**src/rtl/flag_pkg.sv**
```systemverilog
// Shared types for the flag/branch path: NZCV layout, ARM condition codes and branch kinds.
package flag_pkg;

    typedef struct packed {
        logic n;
        logic z;
        logic c;
        logic v;
    } nzcv_t;

    typedef enum logic [3:0] {
        EQ = 4'h0, NE = 4'h1, CS = 4'h2, CC = 4'h3,
        MI = 4'h4, PL = 4'h5, VS = 4'h6, VC = 4'h7,
        HI = 4'h8, LS = 4'h9, GE = 4'hA, LT = 4'hB,
        GT = 4'hC, LE = 4'hD, AL = 4'hE, NV = 4'hF
    } cond_e;

    typedef enum logic [1:0] {
        NONE  = 2'd0,
        BCOND = 2'd1,
        CBZ   = 2'd2,
        CBNZ  = 2'd3
    } br_kind_e;

endpackage

```
**src/rtl/flag_branch_unit_cond_eval.sv**
```systemverilog
// Combinational ARM condition-code evaluator; also intended for a future conditional-select unit.
module cond_eval
    import flag_pkg::*;
(
    input  nzcv_t flags,
    input  cond_e cond,
    output logic  taken
);

    always_comb begin
        taken = 1'b1;
        case (cond)
            EQ: taken = flags.z;
            NE: taken = !flags.z;
            CS: taken = flags.c;
            CC: taken = !flags.c;
            MI: taken = flags.n;
            PL: taken = !flags.n;
            VS: taken = flags.v;
            VC: taken = !flags.v;
            HI: taken = flags.c & !flags.z;
            LS: taken = !flags.c | flags.z;
            GE: taken = (flags.n == flags.v);
            LT: taken = (flags.n != flags.v);
            GT: taken = !flags.z & (flags.n == flags.v);
            LE: taken = flags.z | (flags.n != flags.v);
            AL: taken = 1'b1;
            NV: taken = 1'b1;
            default: taken = 1'b1;
        endcase
    end

endmodule

```
**src/rtl/flag_branch_unit.sv**
```systemverilog
// Architectural NZCV register plus B.cond/CBZ/CBNZ resolution.
// Define FLAG_FWD_EN to bypass EX flags into evaluation instead of stalling B.cond.
module flag_branch_unit
    import flag_pkg::*;
(
    input  logic       clk,
    input  logic       reset_n,
    input  logic       ex_valid,
    input  logic       ex_set_flags,
    input  logic       ex_negative,
    input  logic       ex_zero,
    input  logic       ex_overflow,
    input  logic       ex_carry_out,
    input  logic       flush,
    input  logic       br_valid,
    input  logic [1:0] br_kind,
    input  logic [3:0] br_cond,
    input  logic       br_reg_zero,
    output logic       br_stall,
    output logic       res_valid,
    output logic       res_taken,
    output logic [3:0] nzcv
);

    nzcv_t    nzcv_q;
    nzcv_t    ex_flags;
    nzcv_t    eff_flags;
    br_kind_e kind;
    logic     flag_write;
    logic     cond_taken;
    logic     resolve;
    logic     taken;

    assign ex_flags   = '{n: ex_negative, z: ex_zero, c: ex_carry_out, v: ex_overflow};
    assign flag_write = ex_valid & ex_set_flags & !flush;
    assign kind       = br_kind_e'(br_kind);
    assign nzcv       = nzcv_q;

`ifdef FLAG_FWD_EN
    assign eff_flags = flag_write ? ex_flags : nzcv_q;
    assign br_stall  = 1'b0;
`else
    // B.cond waits one cycle for the pending flag write to land in nzcv_q.
    assign eff_flags = nzcv_q;
    assign br_stall  = reset_n & br_valid & (kind == BCOND) & flag_write;
`endif

    cond_eval u_cond_eval (
        .flags (eff_flags),
        .cond  (cond_e'(br_cond)),
        .taken (cond_taken)
    );

    always_comb begin
        taken = 1'b0;
        case (kind)
            BCOND:   taken = cond_taken;
            CBZ:     taken = br_reg_zero;
            CBNZ:    taken = !br_reg_zero;
            default: taken = 1'b0;
        endcase
    end

    assign resolve = br_valid & (kind != NONE) & !br_stall & !flush;

    always_ff @(posedge clk or negedge reset_n) begin
        if (!reset_n) begin
            nzcv_q <= '0;
        end else if (flag_write) begin
            nzcv_q <= ex_flags;
        end
    end

    always_ff @(posedge clk or negedge reset_n) begin
        if (!reset_n) begin
            res_valid <= 1'b0;
            res_taken <= 1'b0;
        end else begin
            res_valid <= resolve;
            res_taken <= resolve & taken;
        end
    end

endmodule

```
**config.mk**
```make
export PLATFORM = sky130hd
export DESIGN_NAME = flag_branch_unit
export DESIGN_NICKNAME = d
export VERILOG_FILES = /design/src/rtl/flag_pkg.sv /design/src/rtl/flag_branch_unit_cond_eval.sv /design/src/rtl/flag_branch_unit.sv
export SDC_FILE = /design/constraint.sdc
export NUM_CORES = 1
export LEC_CHECK = 0
export BUFFER_PORTS_ARGS = -buffer_cell sky130_fd_sc_hd__buf_2
export CAP_MARGIN = 20
export CORE_MARGIN = 5
export CORE_UTILIZATION = 30
export DETAILED_ROUTE_END_ITERATION = 10
export PLACE_DENSITY = 0.68
export SYNTH_ARGS = -nofsm -noshare
export SYNTH_HDL_FRONTEND = slang
export SYNTH_SLANG_ARGS = --single-unit
```
**constraint.sdc**
```tcl
create_clock -name clk -period 1.52 [get_ports clk]
set_input_delay 0.456 -clock clk [delete_from_list [all_inputs] [get_ports clk]]
set_output_delay 0.456 -clock clk [all_outputs]
set_load 0.03 [all_outputs]
```
# Word-level counts from Yosys, hierarchy flattened
# Index checks and enable logic that the tools add are counted.
# totals
reg_bits,6
in_bits,17
out_inout_bits,7
elab_cells,51
# op_classes
eq_ne,20
n_mux,2
bitwise,13
reduce_logical,10
# op_table
op,n
$eq A4 B4 Y1 const B,8
$eq A4 B3 Y1 const B,4
$pmux W1 S15,1
$and A1 B1 Y1,11
$eq A4 B2 Y1 const B,2
$logic_not A1 Y1,7
$eq A2 B2 Y1 const B,2
$eq A4 B1 Y1 const B,1
$logic_not A4 Y1,1
$pmux W1 S3,1
$eq A2 B1 Y1 const B,1
$or A1 B1 Y1,2
$reduce_bool A2 Y1,1
$reduce_or A2 Y1,1
$eq A1 B1 Y1,1
$ne A1 B1 Y1,1

# Logic depth before layout (Yosys ltp)
# logic_depth
word_depth,7
depth_mapped,6
ltp_nobuf,5

# Hierarchy
# Synthesis repeated with hierarchy kept, for this count alone.
# unflattened
hier_cells,50
area_unflattened_um2,490.5
# by_module_without_submodules
mod,n_inst,cells_each,area_per_inst_um2,seq_area_each_um2
flag_branch_unit,1,21,289.0,150.1
cond_eval,1,29,201.4,0.0

# Worst setup path after synthesis
# No wires, ideal clock.
# synth_timing
kind,input -> output
from,in flush
to,out br_stall
arrival_time_ps,1089
required_ps,1064
setup_slack_ps,-25
stages,2
path_buffers,0
cell_sequence,nand4b_1 nor2_1
# synth_between
elab_chain_len,3
# synth_lines
item,line,rtl
"start, declared",flag_branch_unit.sv:14,"input logic flush,"
$logic_not A1 Y1,flag_branch_unit.sv:35,assign flag_write = ex_valid & ex_set_flags & !flush;
$and A1 B1 Y1,flag_branch_unit.sv:35,
$and A1 B1 Y1,flag_branch_unit.sv:45,assign br_stall = reset_n & br_valid & (kind == BCOND) & flag_write;
"end, declared",flag_branch_unit.sv:19,"output logic br_stall,"
# No other way between the ends.

# Final worst setup path
# layout_timing
from,in br_kind[1]
to,out br_stall
# layout_between
elab_chain_len,3
# layout_lines
item,line,rtl
"start, declared",flag_branch_unit.sv:16,"input logic [1:0] br_kind,"
$eq A2 B1 Y1,flag_branch_unit.sv:45,
$and A1 B1 Y1 (2 in a row),flag_branch_unit.sv:45,
# No other way between the ends.

==> results.yml <==
status:
  status: "complete, no violations"
cells_and_area:
  final_common_cell: "buf_2"
  final_cells: 97
  syn2layout_area_growth_pct: 44.9
  final_area_um2: 687
  mostFrequentLayoutCells: "21 x buf_2, 6 x dfrtp_1, 6 x buf_4"
  final_nets: 100
  nFillCells: 152
  diodes: 0
  drive_above_1_share_pct: 49.4
die:
  start_util_pct: 31.5
  core_area_um2: 1510
  io_pins: 24
  dieHeight_um: 49.8
  rows: 14
  die_w_um: 49.8
  die_area_um2: 2480
global_route:
  grt.total_usage_pct: 9.64
  first_global_vias: 444
  antenna_found_initial: 0
  grt_pass1_wl_mm: 1.90
  grt-ovfl-total: 0
  grt_max_degree: 11
cts:
  cts_htree_levels: 1
  hold_buffers: 0
  clkTransAtPathRegs_ps: 40
  clock_path_buffers: 2
  root_buffer: "clkbuf_4"
  cts_tree: "done"
  cts_made_buffers: 3
  cts.sinks: 6
  insertion_delay_ps: 240
timing:
  drv_slew: 0
  timing.fmax_mhz: 685
  worstMarginPinSlew_ps: 266
  hold_violations: 0
  max_slew_margin_pct: 82.1
  fin_crit_sh_pct: 96.1
  setup-violations-final: 0
  min_period_ps: 1460
  rsz0062_at_grt: "yes"
  worst_slack_ps: 59.9
  clock_skew_ps: 3.33
  whs_ps: 119
placed_design:
  place_congestion: 0.755
  dp_hpwl_um: 931
  port_buffers: 23
  numPlacedInstances: 93
  post-place-ws_ps: -6.03
  postPlaceCellArea_um2: 634
worst_hold_path:
  hp-class: "in2async"
route:
  vias_per_cell: 4.94
  drt-total-wl_mm: 1.17
  drc: 0
  antenna_left: 0
  initialDrtViolationCount: 2
  via_count: 479
  wire_per_inst_um: 12.0
  drtPass1Iterations: 4
setup_path:
  cp.arrival_ps: 1000
  timing.rr.end: "res_taken"
  crit_required_ps: 1060
  startpoint: "br_kind[1]"
  r2r-start: "nzcv[0]"
  critPathLaunchType: "primary input"
  end_kind: "primary output"
  reg2regPathDepth: 5
  path_class: "in2out"
  crit_fanout: 2
  r2r_setup_slack_ps: 140
power:
  p_leak_nw: 0.340
  peakVddDrop_uv: 421
  p_per_area_nw_per_um2: 839
logic_synthesis:
  ys_ff_latch: 6
  syn_nets: 67
  synthCells: 50
  seq_area_frac_synth_pct: 31.7
  ys_types: 27
  syn_avg_cell_area_um2: 9.48
  synth-warning-count: 0
  syn_area_um2: 474
run:
  cap_violations: 0
## metal layers
metal / part of all wire (%) / vias to the layer above / track usage [%] / wire (µm)
met5: 0 / - / 0 / 0
met4: 0.86 / 0 / 5.24 / 10
met3: 5.8 / 2 / 1.20 / 68
met2: 49 / 12 / 14.6 / 571
met1: 44 / 215 / 13.1 / 514
li1: - / 250 / - / -
## logic make-up after synthesis
group / synth area share (%)
muxes: 11.6
AOI/OAI and AO/OA: 16.4
buffers and inverters: 7.65
and+or+nand+nor: 27.2
xor gates and xnor gates: 5.54
DFF: 31.7
## repair_timing
item / in CTS / in global routing
setup buffers: 0 / 1
pin swaps: 0 / 1
gates resized for setup: 1 / 5
setup endpoints to repair: 1 / 1
## area by class of cell
cell class	count	area [µm²]	share of cell area, %
Multi-Input combinational cell	41	300	43.7
Timing Repair Buffer	29	173	25.1
Sequential cell	6	150	21.9
Clock buffer	3	22.5	3.28
Inverter	2	21.3	3.10
Tap cell	16	20.0	2.91
## state kept, by name, summed over array words and instances (netlist names)
register,flops
nzcv,4
res_taken,1
res_valid,1
## worst max-delay path by stage
| stage | to | cells after the start |
|---|---|---|
| after floorplan | br_stall | 2 |
| after global placement | br_stall | 4 |
| after detailed placement | br_stall | 4 |
| after CTS | br_stall | 4 |
| final | br_stall | 5 |
| after global routing | br_stall | 5 |
## report_power, final
part	switching, mW	internal [mW]
Clock	0.0487	0.0887
Sequential	0.0311	0.183
Combinational	0.118	0.107
## per-stage QoR
| stage | TNS, ps | total power, mW | util, % |
|---|---|---|---|
| after global routing | -3.24 | 0.616 | 45.6 |
| after global placement | 0 | 0.433 | 42.1 |
| after detailed placement | -6.03 | 0.437 | 42.1 |
| after floorplan | 0 | 0.359 | - |
| after CTS | 0 | 0.579 | 43.8 |
| final | 0 | 0.576 | 45.6 |
## worst max-delay path: stages
cell     delay [ps]
buf_2           120
nor2b_4         120
nand2_2          60
nor2_2          110
buf_6           140
## synthesized netlist by cell type
library cell,n,area (µm²)
a21o_1,2,15.0
a21oi_1,1,5.00
a221o_1,1,10.0
a222oi_1,1,10.0
a31oi_1,2,12.5
and4bb_1,2,25.0
buf_8,1,15.0
bufinv_8,1,17.5
dfrtp_1,6,150
inv_1,1,3.75
mux2_2,4,45.0
mux2i_1,1,10.0
nand2_1,4,15.0
nand2b_1,1,6.26
nand3_1,2,10.0
nand3b_1,1,7.51
nand4b_1,1,8.76
nor2_1,4,15.0
nor2b_1,2,12.5
nor3_1,3,15.0
nor3b_1,1,7.51
nor4_1,1,6.26
o211ai_1,1,7.51
o21a_1,1,7.51
o21ai_0,2,10.0
xnor2_1,2,17.5
xor2_1,1,8.76
No activity file was read; power rests on OpenSTA's default activity.
